[src/rtl/wbc_rr_intercon.sv]
// Round-robin WISHBONE control-bus interconnect: NUM_MASTERS masters onto NUM_SLAVES slaves,
// grant held while cyc stays high, bad addresses and hung slaves terminated with err.
module wbc_rr_intercon #(
   parameter int unsigned NUM_MASTERS    = 3,
   parameter int unsigned NUM_SLAVES     = 4,
   parameter int unsigned DAT_WIDTH      = 32,
   parameter int unsigned ADR_WIDTH      = 20,
   parameter int unsigned SLV_ADR_WIDTH  = 16,
   parameter int unsigned TIMEOUT_CYCLES = 255
) (
   input  logic                                  clk_i,
   input  logic                                  rst_i,
   input  logic [NUM_MASTERS-1:0]                m_cyc_i,
   input  logic [NUM_MASTERS-1:0]                m_stb_i,
   input  logic [NUM_MASTERS-1:0]                m_we_i,
   input  logic [NUM_MASTERS*ADR_WIDTH-1:0]      m_adr_i,
   input  logic [NUM_MASTERS*DAT_WIDTH-1:0]      m_dat_i,
   input  logic [NUM_MASTERS*(DAT_WIDTH/8)-1:0]  m_sel_i,
   output logic [DAT_WIDTH-1:0]                  m_dat_o,
   output logic [NUM_MASTERS-1:0]                m_ack_o,
   output logic [NUM_MASTERS-1:0]                m_err_o,
   output logic [NUM_MASTERS-1:0]                m_rty_o,
   output logic [NUM_SLAVES-1:0]                 s_cyc_o,
   output logic [NUM_SLAVES-1:0]                 s_stb_o,
   output logic                                  s_we_o,
   output logic [SLV_ADR_WIDTH-1:0]              s_adr_o,
   output logic [DAT_WIDTH-1:0]                  s_dat_o,
   output logic [DAT_WIDTH/8-1:0]                s_sel_o,
   input  logic [NUM_SLAVES*DAT_WIDTH-1:0]       s_dat_i,
   input  logic [NUM_SLAVES-1:0]                 s_ack_i,
   input  logic [NUM_SLAVES-1:0]                 s_err_i,
   input  logic [NUM_SLAVES-1:0]                 s_rty_i,
   output logic [NUM_MASTERS-1:0]                grant_o,
   output logic [15:0]                           timeout_count_o
);

   localparam int unsigned NM   = NUM_MASTERS;
   localparam int unsigned NS   = NUM_SLAVES;
   localparam int unsigned DW   = DAT_WIDTH;
   localparam int unsigned AW   = ADR_WIDTH;
   localparam int unsigned SAW  = SLV_ADR_WIDTH;
   localparam int unsigned SW   = DAT_WIDTH / 8;
   localparam int unsigned IW   = (NM > 1) ? $clog2(NM) : 1;
   localparam int unsigned DECW = AW - SAW;
   localparam logic [15:0] TmoLast = 16'(TIMEOUT_CYCLES - 1);

   typedef enum logic [0:0] {StIdle, StBusy} state_e;

   state_e          state_q, state_d;
   logic [IW-1:0]   rr_q, rr_d;
   logic [IW-1:0]   gidx_q, gidx_d;
   logic [NM-1:0]   grant_q, grant_d;
   logic [15:0]     tmo_cnt_q, tmo_cnt_d;
   logic [15:0]     tmo_total_q, tmo_total_d;
   logic            bad_err_q, bad_err_d;

   logic            busy, g_cyc, g_stb, g_we;
   logic [AW-1:0]   g_adr;
   logic [DW-1:0]   g_dat;
   logic [SW-1:0]   g_sel;
   logic [DECW-1:0] dec;
   logic            dec_ok, dec_valid;
   logic            sl_ack, sl_err, sl_rty;
   logic [DW-1:0]   sl_dat;
   logic            resp, tmo_pulse;
   logic [NM-1:0]   req_rot;
   logic [IW-1:0]   off, pick;
   int unsigned     pick_sum;

   // Granted master view, slave decode and response routing
   always_comb begin
      busy      = (state_q == StBusy);
      g_cyc     = busy & m_cyc_i[gidx_q];
      g_stb     = g_cyc & m_stb_i[gidx_q];
      g_we      = m_we_i[gidx_q];
      g_adr     = m_adr_i[gidx_q*AW +: AW];
      g_dat     = m_dat_i[gidx_q*DW +: DW];
      g_sel     = m_sel_i[gidx_q*SW +: SW];
      dec       = g_adr[AW-1:SAW];
      dec_ok    = (32'(dec) < NS);
      dec_valid = busy & dec_ok;
      sl_ack    = 1'b0;
      sl_err    = 1'b0;
      sl_rty    = 1'b0;
      sl_dat    = '0;
      for (int unsigned s = 0; s < NS; s++) begin
         if (dec_valid && (32'(dec) == s)) begin
            sl_ack = s_ack_i[s];
            sl_err = s_err_i[s];
            sl_rty = s_rty_i[s];
            sl_dat = s_dat_i[s*DW +: DW];
         end
      end
      resp      = sl_ack | sl_err | sl_rty | bad_err_q;
      tmo_pulse = g_stb & ~resp & (tmo_cnt_q == TmoLast);
   end

   always_comb begin
      s_cyc_o = '0;
      s_stb_o = '0;
      for (int unsigned s = 0; s < NS; s++) begin
         if (dec_valid && (32'(dec) == s)) begin
            s_cyc_o[s] = g_cyc;
            s_stb_o[s] = g_stb & ~tmo_pulse;
         end
      end
      s_we_o  = busy & g_we;
      s_adr_o = busy ? g_adr[SAW-1:0] : '0;
      s_dat_o = busy ? g_dat : '0;
      s_sel_o = busy ? g_sel : '0;
      m_dat_o = sl_dat;
      // grant_q is zero when idle, so non-granted masters never see a response
      m_ack_o = grant_q & {NM{sl_ack & ~sl_err}};
      m_err_o = grant_q & {NM{sl_err | tmo_pulse | bad_err_q}};
      m_rty_o = grant_q & {NM{sl_rty & ~sl_ack & ~sl_err}};
   end

   // Round-robin pick: rotate requests so the pointer sits at bit 0, take the lowest set bit
   always_comb begin
      req_rot = NM'({m_cyc_i, m_cyc_i} >> rr_q);
      off     = '0;
      for (int i = int'(NM) - 1; i >= 0; i--) begin
         if (req_rot[i]) off = IW'(i);
      end
      pick_sum = 32'(rr_q) + 32'(off);
      if (pick_sum >= NM) pick_sum = pick_sum - NM;
      pick = IW'(pick_sum);
   end

   always_comb begin
      state_d     = state_q;
      rr_d        = rr_q;
      gidx_d      = gidx_q;
      grant_d     = grant_q;
      tmo_total_d = tmo_total_q;
      unique case (state_q)
         StIdle: begin
            if (|m_cyc_i) begin
               gidx_d        = pick;
               grant_d       = '0;
               grant_d[pick] = 1'b1;
               state_d       = StBusy;
            end
         end
         StBusy: begin
            if (!m_cyc_i[gidx_q]) begin
               state_d = StIdle;
               grant_d = '0;
               rr_d    = (gidx_q == IW'(NM - 1)) ? '0 : gidx_q + 1'b1;
            end
         end
         default: state_d = StIdle;
      endcase
      tmo_cnt_d = (g_stb && !resp && !tmo_pulse) ? tmo_cnt_q + 16'd1 : 16'd0;
      if (tmo_pulse && (tmo_total_q != 16'hFFFF)) tmo_total_d = tmo_total_q + 16'd1;
      // The stb still high while the err pulse is out belongs to the transfer being terminated
      bad_err_d = g_stb & ~dec_ok & ~bad_err_q;
   end

   always_ff @(posedge clk_i) begin
      if (rst_i) begin
         state_q     <= StIdle;
         rr_q        <= '0;
         gidx_q      <= '0;
         grant_q     <= '0;
         tmo_cnt_q   <= '0;
         tmo_total_q <= '0;
         bad_err_q   <= 1'b0;
      end else begin
         state_q     <= state_d;
         rr_q        <= rr_d;
         gidx_q      <= gidx_d;
         grant_q     <= grant_d;
         tmo_cnt_q   <= tmo_cnt_d;
         tmo_total_q <= tmo_total_d;
         bad_err_q   <= bad_err_d;
      end
   end

   assign grant_o         = grant_q;
   assign timeout_count_o = tmo_total_q;

endmodule

[config.mk]
export PLATFORM = sky130hd
export DESIGN_NAME = wbc_rr_intercon
export DESIGN_NICKNAME = d
export VERILOG_FILES = /design/src/rtl/wbc_rr_intercon.sv
export SDC_FILE = /design/constraint.sdc
export NUM_CORES = 1
export LEC_CHECK = 0
export BUFFER_PORTS_ARGS = -buffer_cell sky130_fd_sc_hd__buf_2
export CORE_AREA = 2 2 173 175
export CTS_BUF_LIST = sky130_fd_sc_hd__clkbuf_4 sky130_fd_sc_hd__clkbuf_8
export DETAILED_ROUTE_END_ITERATION = 6
export DIE_AREA = 0 0 175 177
export PLACE_DENSITY = 0.4
export RECOVER_POWER = 25
export REMOVE_ABC_BUFFERS = 1
export SETUP_SLACK_MARGIN = 0.05
export SYNTH_ARGS = -nofsm -noshare
export SYNTH_HDL_FRONTEND = slang
export SYNTH_SLANG_ARGS = --single-unit
[constraint.sdc]
create_clock -name clk_i -period 3.64 [get_ports clk_i]
set_input_delay 0 -clock clk_i [delete_from_list [all_inputs] [get_ports clk_i]]
set_output_delay 0 -clock clk_i [all_outputs]
set_load 0.02 [all_outputs]
==> flow_metrics.tcl, run 1 <==
set metrics [dict create \
    num_vias 6307 \
    cts_setup_buffers 0 \
    vias_per_cell 4.39 \
    final_layout_size_suffix_gt1_share_pct 46.0 \
    grt_start_max_net_pins 57 \
    yosys.area_share.xor_xnor_pct 3.16 \
    synthMuxAreaShare_pct 28.9 \
    fp.dieArea_um2 31000 \
    core.rowCount 63 \
    grt.total_usage_pct 14.9 \
    drv_slew 0 \
    critPathKind "reg -> out" \
    synth_top_family_by_area "simple AND/OR/NAND/NOR gates" \
    rsz0062_at_grt "false" \
    timing.final.crit_period_ns 3.04 \
    hp-start "rst_i" \
    power_density_nw_per_um2 284 \
    cts_tree "yes" \
    dieHeight_um 177 \
    htreeDepth 2 \
    timing.rr.end "timeout_count_o[10]" \
    ys_warn_count 0 \
    grt_pass1_vias 5784 \
    crit_arrival_ns 3.04 \
    layout_common_cells "407 x buf_2, 72 x nand2_1, 65 x mux2i_1" \
    grt_antenna_before_repair 4 \
    initial_core_util_pct 17.1 \
    grt_pass1_wl_um 35800 \
    seq_area_frac_synth_pct 16.4 \
    dp_slack_ns 0.652 \
    cts_resized 0 \
    crit-reg2reg-launch "gidx_q[1]" \
    layout_setup_ws_ns 0.602 \
    synthCells 635 \
    cp.required_ns 3.64 \
    layout.cells.most_common "buf_2" \
    clock_sinks 41 \
    cts_made_buffers 5 \
    power_mw 2.18 \
    wirelength_um 25500 \
    fmax_mhz 329 \
    boundaryPins 440 \
    antenna_left 0 \
    cts_hold_buf 0 \
    end_kind "output port" \
    synthSimpleGateAreaFrac_pct 32.2 \
    cp-start-kind "flip-flop" \
    hold-path-endpoint "timeout_count_o[1]" \
    clock_latency_ns 0.29 \
    cp_max_fo 14 \
    max_slew_margin_pct 41.0 \
    utilization_pct 26.2 \
    r2r_setup_slack_ns 0.64 \
    r2r_cells 8 \
    synth_edf_count 0 \
    power.leakage_nw 3.56 \
    setup_viol 0 \
    async_flop_share_pct 0 \
    gp_congestion 0.825 \
    drc 0 \
    ir_worst_vdd_mv 0.138 \
    port_buffers 439 \
    ys_seq_elements 41 \
    fp.dieW_um 175 \
    syn_area_per_cell_um2 7.87 \
    synthAdderAreaFrac_pct 1.65 \
    hpwl_um 21300 \
    drv_cap 0 \
    cts-root-buf "clkbuf_8" \
    synth_cell_types 54 \
    n_fill_cell 3337 \
    drt_iter0_markers 285 \
    post-route-period-util_pct 83.5 \
    synth_top_area_share_pct 16.4 \
    fin_skew_ns 0.0105 \
    hold_depth 2 \
    yosys.area.top_type "dfxtp_1" \
    crit_start "gidx_q[0]" \
    routedWlPerCell_um 17.8 \
    core_area_um2 29200 \
    cts.clk_slew.worst_paths_ns 0.09 \
    max-clock-path-buffers 2 \
    syn_area_um2 4990 \
    grt_overflow_total 0 \
    finalNetCount 1370 \
    status "finished clean" \
    synthTopCellsByArea "dfxtp_1 16%, mux4_2 14%, mux2i_1 13%" \
    drt-pass1-iter-count 5 \
    hp-class "in -> reg" \
    synth_compound_area_share_pct 12.9 \
    ys.flop_type "dfxtp_1" \
    area_growth_pct 53.6 \
    hold_violations 0 \
    worst_slew_pin_slew_ns 0.884 \
]
metrics by stage:
step / area [um^2] / hold slack, ns / std cells / setup TNS (ns)
2_1_floorplan: 4790 / 0.0691 / 586 / -144.67
3_3_place_gp: 7600 / 0.418 / 1428 / 0
3_5_place_dp: 7600 / 0.431 / 1428 / 0
4_1_cts: 7720 / 0.166 / 1436 / 0
5_1_grt: 7670 / 0.188 / 1436 / 0
6_report: 7670 / 0.170 / 1437 / 0
worst max-delay path, stage by stage (launching register included):
cell      delay (ns)
dfxtp_4         0.46
mux2i_2         0.44
o21ai_4         0.11
mux2i_1         0.15
nor4b_2         0.18
o21ai_2         0.38
a21oi_1         0.22
a211oi_1        0.51
nor2b_1         0.10
buf_2           0.18
Yosys cell counts (all sizes together) (10+ instances only):
| library cell | instances |
|---|---|
| a21oi | 22 |
| nor2 | 58 |
| nand2 | 72 |
| xnor2 | 10 |
| and2 | 60 |
| buf | 14 |
| mux4 | 32 |
| nand3 | 20 |
| mux2i | 66 |
| o21ai | 59 |
| clkbuf | 35 |
| dfxtp | 41 |
| and3 | 41 |
cells by family (layout without fill, tap and decap cells):
| group | count (synthesis) | count (layout) |
|---|---|---|
| and+or+nand+nor | 304 | 304 |
| AOI/OAI and AO/OA | 105 | 105 |
| muxes | 103 | 103 |
| buffers and inverters | 58 | 469 |
| DFF | 41 | 41 |
| xor gates and xnor gates | 18 | 18 |
| adders and majority gates | 6 | 6 |
| other | 0 | 1 |
cell type report:
| type | instances | area [um^2] | share of cell area [%] |
|---|---|---|---|
| Tap cell | 390 | 488 | 6.36 |
| Sequential cell | 41 | 827 | 10.8 |
| Multi-Input combinational cell | 536 | 3960 | 51.6 |
| Inverter | 9 | 33.8 | 0.440 |
| Antenna cell | 1 | 2.50 | 0.0326 |
| Timing Repair Buffer | 452 | 2250 | 29.3 |
| Clock inverter | 2 | 38.8 | 0.506 |
| Clock buffer | 6 | 76.3 | 0.995 |
sequential cells by signal, summed over array words and instances, names as in the netlist:
signal and flops:
rr_q 2, bad_err_q 1, busy 1, timeout_count_o 16, tmo_cnt_q 16, grant_o 3, gidx_q 2
layer usage:
| layer | track usage (%) | routed length (um) | vias to the layer above |
|---|---|---|---|
| met2 | 25.2 | 12500 | 201 |
| met1 | 20.2 | 11300 | 2979 |
| met3 | 2.94 | 1570 | 12 |
| met5 | 0 | 32 | - |
| met4 | 1.53 | 125 | 6 |
| li1 | - | - | 3109 |
where the power goes:
part	switching [mW]	total, mW	internal [mW]	leakage (nW)
clock network	0.165	0.378	0.214	0.0588
registers	0.0344	0.497	0.463	0.333
logic	0.719	1.30	0.585	3.17
total	0.918	2.18	1.26	3.56
how the worst max path moves through the flow:
stage | endpoint | slack [ns]
2_1_floorplan | timeout_count_o[4] | -2.38
3_3_place_gp | grant_o[1] | 0.70
3_5_place_dp | timeout_count_o[10] | 0.65
4_1_cts | m_err_o[1] | 0.58
5_1_grt | m_err_o[1] | 0.36
6_report | m_err_o[1] | 0.60
(Power assumes the default switching activity.)
==> inputs of run 2 (changes only) <==
--- a/config.mk
+++ b/config.mk
@@ -6,11 +6,11 @@
 export NUM_CORES = 1
 export LEC_CHECK = 0
 export BUFFER_PORTS_ARGS = -buffer_cell sky130_fd_sc_hd__buf_2
-export CORE_AREA = 2 2 173 175
+export CORE_AREA = 2 2 171 173
 export CTS_BUF_LIST = sky130_fd_sc_hd__clkbuf_4 sky130_fd_sc_hd__clkbuf_8
 export DETAILED_ROUTE_END_ITERATION = 6
-export DIE_AREA = 0 0 175 177
-export PLACE_DENSITY = 0.4
+export DIE_AREA = 0 0 173 175
+export PLACE_DENSITY = 0.42
 export RECOVER_POWER = 25
 export REMOVE_ABC_BUFFERS = 1
 export SETUP_SLACK_MARGIN = 0.05
==> constraint.sdc (replaced) <==
create_clock -name clk_i -period 2.7 [get_ports clk_i]
set_input_delay 0 -clock clk_i [delete_from_list [all_inputs] [get_ports clk_i]]
set_output_delay 0 -clock clk_i [all_outputs]
set_load 0.02 [all_outputs]
==> run 2 against run 1 <==
Net effect:
- via count increased by 1.3%
- hold slack lost 0.0021 ns
- largest power group unchanged
- register-to-register slack worse by 0.58 ns
- clock power increased by 39%
- wire length shrank 0.13%
- clock skew fell by 0.0047 ns
- count of clock-buffer cells in the layout did not move
- die area down 2.3%
- sequential share of layout area is 0.70 points lower
- worst setup slack got worse by 0.56 ns
- combinational power increased by 54%
- core utilization grew 2.9 points
==> flow_metrics.tcl, run 2 (synthesis results as in run 1) <==
set metrics [dict create \
    fp.dieW_um 173 \
    initial_core_util_pct 17.6 \
    crit_chain "mux2i_4, o21ai_4, mux2i_1, nor4b_4, o21ai_2, a21oi_2, a211oi_1, buf_4, nor2b_1, buf_4" \
    highest_layer "met5" \
    max-clock-path-buffers 2 \
    wl_met2_um 12500 \
    cp.required_ns 2.70 \
    critPathKind "reg -> out" \
    htreeDepth 2 \
    grt_antenna_before_repair 3 \
    grt.total_usage_pct 15.3 \
    area_growth_pct 65.5 \
    power_mw 3.19 \
    timing.final.crit_period_ns 2.65 \
    crit_slowest_cell "dfxtp_4" \
    cp.buffers_inverters 2 \
    drv_cap 0 \
    hold_violations 0 \
    grt_pass1_vias 5933 \
    vias_per_cell 4.36 \
    worst_slew_pin_slew_ns 1.02 \
    final_layout_size_suffix_gt1_share_pct 52.3 \
    wl_met1_um 11400 \
    end_kind "output port" \
    grt_start_max_net_pins 54 \
    rsz0062_at_grt "true" \
    cts_made_buffers 5 \
    ir_worst_vdd_mv 0.166 \
    layout.cells.most_common "buf_2" \
    power_density_nw_per_um2 386 \
    max_stage_delay_ns 0.45 \
    port_buffers 439 \
    cp-start-kind "flip-flop" \
    layout_common_cells "416 x buf_2, 70 x nand2_1, 63 x mux2i_1" \
    critPathTopFamily "compound AO/OA/AOI/OAI gates" \
    crit-reg2reg-launch "rr_q[0]" \
    fin_skew_ns 0.00573 \
    drv_slew 0 \
    core.rowCount 62 \
    hp-class "in -> reg" \
    cts_tree "yes" \
    power.leakage_nw 3.88 \
    clock_latency_ns 0.30 \
    finalNetCount 1405 \
    setup_tns_ns 0 \
    drt_iter0_markers 331 \
    hpwl_um 20800 \
    drc 0 \
    gp_congestion 0.849 \
    wirelength_um 25500 \
    dieHeight_um 175 \
    cts.clk_slew.worst_paths_ns 0.09 \
    num_vias 6389 \
    fp.dieArea_um2 30300 \
    crit_start "gidx_q[0]" \
    cts-root-buf "clkbuf_8" \
    clock_sinks 41 \
    routedWlPerCell_um 17.4 \
    setup_viol 0 \
    cp_max_fo 8 \
    crit_arrival_ns 2.65 \
    status "finished clean" \
    boundaryPins 440 \
    n_fill_cell 3188 \
    cts_hold_buf 0 \
    drt-pass1-iter-count 4 \
    cpMostUsedCell "buf_4" \
    core_area_um2 28400 \
    wl_met3_um 1310 \
    grt_overflow_total 0 \
    fmax_mhz 377 \
    grt_pass1_wl_um 36500 \
    post-route-period-util_pct 98.3 \
    hp-start "rst_i" \
    antenna_left 0 \
    max_slew_margin_pct 31.5 \
]
-- run 2: cell count changes in the layout (fill, tap and decap cells not counted), moves of 3 or more --
cell      delta
buf_4       +29
clkbuf_1    -18
buf_6       +11
buf_2        +9
a21oi_1      -6
a21oi_2      +5
nor4b_4      +3
-- run 2: worst reg2reg max path: cells and delay by family, from the launching register on --
kind	cells	cell delay [ns]
fa+ha+maj	3	0.81
simple gates	3	0.63
mux	1	0.30
compound gates	3	0.32
buf+inv	1	0.13
flops	1	0.39
-- run 2: cell type report --
| type | instances | area [um^2] | share of cell area (%) |
|---|---|---|---|
| clock inverters | 2 | 38.8 | 0.469 |
| well taps | 384 | 480 | 5.81 |
| clock buffers | 6 | 76.3 | 0.923 |
| diodes | 2 | 5.00 | 0.0605 |
| multi-input cells | 536 | 4140 | 50.1 |
| inverters | 9 | 33.8 | 0.409 |
| repair buffers | 487 | 2660 | 32.1 |
| flip-flops and latches | 41 | 833 | 10.1 |
-- run 2: power by group --
group / internal, mW / switching [mW] / leakage [nW]
Combinational: 0.958 / 1.05 / 3.49
Clock: 0.288 / 0.237 / 0.0588
Sequential: 0.624 / 0.0402 / 0.334
Total: 1.87 / 1.32 / 3.88
-- run 2: worst paths after layout --
check                             to  slack (ns)  depth (start not counted)
setup reg to reg          grant_o[1]        0.06                         11
setup / recovery          m_err_o[2]        0.05                         10
hold / removal    timeout_count_o[0]        0.17                          2
hold reg to reg         tmo_cnt_q[7]        0.51                          2
-- run 2: through the flow --
step | utilization [%] | instances | hold slack (ns) | area [um^2] | setup WS, ns
floorplan | - | 586 | 0.0691 | 4790 | -3.32
detailed placement | 27.3 | 1441 | 0.426 | 7750 | -0.178
global route | 29.1 | 1466 | 0.192 | 8270 | -0.112
CTS | 28.2 | 1453 | 0.171 | 8010 | 0.0154
finish | 29.1 | 1467 | 0.168 | 8270 | 0.0458
global placement | 27.3 | 1441 | 0.419 | 7750 | -0.180
-- run 2: what timing repair did --
action                     4_1_cts  5_1_grt
setup endpoints to repair       27       30
gates resized for setup         27       43
cloned                           0        1
pin swaps                        9       15
buffers inserted                 4       12
-- run 2: routing by layer --
layer / GRT usage, % / vias up
met3: 2.39 / 17
met2: 25.5 / 215
li1: - / 3176
met5: 0 / -
met1: 21.1 / 2979
met4: 2.65 / 2
==> inputs of run 3 (changes only) <==
--- a/config.mk
+++ b/config.mk
@@ -5,11 +5,13 @@
 export SDC_FILE = /design/constraint.sdc
 export NUM_CORES = 1
 export LEC_CHECK = 0
+export ABC_AREA = 1
 export BUFFER_PORTS_ARGS = -buffer_cell sky130_fd_sc_hd__buf_2
-export CORE_AREA = 2 2 171 173
+export CORE_AREA = 2 2 170 172
 export CTS_BUF_LIST = sky130_fd_sc_hd__clkbuf_4 sky130_fd_sc_hd__clkbuf_8
+export CTS_CLUSTER_SIZE = 8
 export DETAILED_ROUTE_END_ITERATION = 6
-export DIE_AREA = 0 0 173 175
+export DIE_AREA = 0 0 172 174
 export PLACE_DENSITY = 0.42
 export RECOVER_POWER = 25
 export REMOVE_ABC_BUFFERS = 1
==> run 3 against run 2 <==
Net effect:
- synthesized cell count rose by 44%
- worst setup slack improved by 0.033 ns
- global-route usage rose by 1.4 points
- critical endpoint is now grant_o[0]
- highest routed layer unchanged
- largest power group unchanged
- critical path depth rose by 2
- hold slack got worse by 0.053 ns
- register-to-register slack improved by 0.02 ns
- die area fell by 1.1%
- non-clock buffer count fell by 19
- sequential share of layout area rose by 0.73 points
- clock skew rose by 0.0050 ns
- sequential cell count did not move
- cell area fell by 7.2%
==> flow_metrics.tcl, run 3 <==
set metrics [dict create \
    initial_core_util_pct 16.9 \
    synth_top_family_by_area "simple AND/OR/NAND/NOR gates" \
    gp_congestion 0.889 \
    crit-reg2reg-launch "rr_q[0]" \
    clock_latency_ns 0.31 \
    fmax_mhz 382 \
    grt_overflow_total 0 \
    clock_sinks 41 \
    synthTopCellsByCount "382 x nand2_1, 118 x nand3_1, 98 x inv_1" \
    finalNonFillerCells 1736 \
    vias_per_cell 4.26 \
    layout.cells.most_common "buf_2" \
    power_density_nw_per_um2 499 \
    ys_seq_elements 41 \
    area_growth_pct 61.2 \
    boundaryPins 440 \
    grt.total_usage_pct 16.7 \
    drv_slew 0 \
    seq_area_frac_synth_pct 17.2 \
    synthSimpleGateAreaFrac_pct 59.3 \
    core.rowCount 62 \
    crit_start "rr_q[0]" \
    fp.dieArea_um2 29900 \
    max-clock-path-buffers 2 \
    yosysMostFrequentCell "nand2_1" \
    drc 0 \
    ir_worst_vdd_mv 0.219 \
    pwr-share-seq_pct 18.0 \
    worst_slew_pin_slew_ns 1.05 \
    cp_max_fo 7 \
    drt_iter0_markers 275 \
    post-route-period-util_pct 97.1 \
    grt_start_max_net_pins 56 \
    synth_edf_count 0 \
    dp_slack_ns -0.0939 \
    ys_warn_count 0 \
    synth_compound_area_share_pct 5.26 \
    fp.dieW_um 172 \
    n_fill_cell 3389 \
    port_buffers 439 \
    cp.required_ns 2.88 \
    grt_pass1_wl_um 38800 \
    utilization_pct 27.2 \
    drt-pass1-iter-count 4 \
    layout_setup_ws_ns 0.0789 \
    final_layout_size_suffix_gt1_share_pct 36.0 \
    syn_area_um2 4760 \
    dieHeight_um 174 \
    synthCells 917 \
    fin_skew_ns 0.0107 \
    cp-start-kind "flip-flop" \
    grt_antenna_before_repair 7 \
    cts.clk_slew.worst_paths_ns 0.08 \
    routedWlPerCell_um 15.1 \
    seq_area_um2 830 \
    crit_arrival_ns 2.80 \
    crit_slowest_cell "fa_1" \
    p_clk_share_pct 13.5 \
    setup_tns_ns 0 \
    ys.flop_type "dfxtp_1" \
    synthMuxAreaShare_pct 0.210 \
    num_vias 7402 \
    max_stage_delay_ns 0.46 \
    multi_input_area_um2 3440 \
    wirelength_um 26300 \
    hp-start "m_cyc_i[1]" \
    synthAdderAreaFrac_pct 1.74 \
    synth_cell_types 38 \
    yosys.area.top_type "nand2_1" \
    pwr-share-comb_pct 68.5 \
    p_int_mw 1.81 \
    end_kind "flip-flop" \
    switching_power_mw 2.02 \
    synthTopCellsByArea "nand2_1 30%, dfxtp_1 17%, nand3_1 12%" \
    cts-root-buf "clkbuf_8" \
    switching_share_pct 52.8 \
    power.leakage_nw 4.20 \
    critPathKind "reg -> reg" \
    rsz0062_at_grt "true" \
    status "finished clean" \
    layout_common_cells "406 x buf_2, 381 x nand2_1, 117 x nand3_1" \
    hpwl_um 21900 \
    cts_tree "yes" \
    htreeDepth 2 \
    syn_area_per_cell_um2 5.19 \
    drv_cap 0 \
    core_area_um2 28200 \
    timing.final.crit_period_ns 2.62 \
    async_flop_share_pct 0 \
    dp_cells 1716 \
    crit_chain "mux2i_2, nand2_1, a22oi_2, ha_2, fa_1, ha_2, nor2_4, a21oi_2, a31oi_2, nor2_1, a32oi_1, nor2_1" \
    hold_violations 0 \
    synth_top_area_share_pct 30.1 \
    max_slew_margin_pct 30.2 \
    setup_viol 0 \
    yosys.area_share.xor_xnor_pct 3.68 \
    grt_pass1_vias 7037 \
    hp-class "in -> reg" \
    antenna_left 0 \
    finalNetCount 1670 \
    power_mw 3.83 \
    cts_made_buffers 5 \
]
==> run 3: cell type report <==
type	count	area share [%]
Timing Repair Buffer	468	31.2
Sequential cell	41	10.8
Inverter	105	5.20
Clock inverter	3	0.603
Multi-Input combinational cell	724	44.8
Antenna cell	6	0.196
Clock buffer	5	0.897
Tap cell	384	6.26
==> run 3: logic make-up after synthesis <==
kind of cell             Yosys count
AO/OA/AOI/OAI                     44
XOR/XNOR                          20
adder cells (fa/ha/maj)            6
buffers and inverters            152
flip-flops                        41
multiplexers                       1
AND/OR/NAND/NOR                  653
==> run 3: stage by stage <==
| stage | area [um^2] | hold slack, ns |
|---|---|---|
| finish | 7670 | 0.115 |
| global route | 7660 | 0.153 |
| CTS | 7600 | 0.102 |
| detailed placement | 7460 | 0.328 |
| global placement | 7460 | 0.326 |
| floorplan | 4560 | 0.0691 |
==> run 3: metal layers <==
layer / GRT usage [%] / part of all wire (%) / routed length [um] / up-vias
met5: 0 / 0.15 / 40 / -
met4: 5.29 / 2.8 / 743 / 6
li1: - / - / - / 3793
met1: 19.5 / 40 / 10600 / 3242
met2: 29.0 / 48 / 12600 / 318
met3: 4.90 / 8.6 / 2260 / 43
==> run 3: path summary, 6_finish.rpt <==
path	end	cells after the start	slack (ns)
worst max-delay path	grant_o[0]	12	0.08
worst min-delay path	busy	3	0.12
worst max register to register	grant_o[0]	12	0.08
worst min register to register	bad_err_q	1	0.46
==> run 3: worst max-delay path: cells and delay by family (launching register included) <==
family | cells | cell delay, ns
multiplexers | 1 | 0.24
AO/OA/AOI/OAI | 4 | 0.61
flip-flops | 1 | 0.40
adder cells (fa/ha/maj) | 3 | 0.87
AND/OR/NAND/NOR | 4 | 0.38
==> run 3: power groups by stage <==
| stage | clock (mW) | combinational [mW] | sequential (mW) |
|---|---|---|---|
| 6_report | 0.516 | 2.62 | 0.690 |
| 4_1_cts | 0.539 | 2.58 | 0.687 |
| 5_1_grt | 0.558 | 2.91 | 0.697 |
| 2_1_floorplan | 0 | 1.48 | 0.718 |
| 3_3_place_gp | 0 | 2.55 | 0.695 |
| 3_5_place_dp | 0 | 2.55 | 0.696 |
==> run 3: what timing repair did <==
action,in CTS,in global routing
buffers inserted,1,5
resized for setup,9,23
setup endpoints to repair,8,12
pin swaps,1,6
hold buffers,0,0
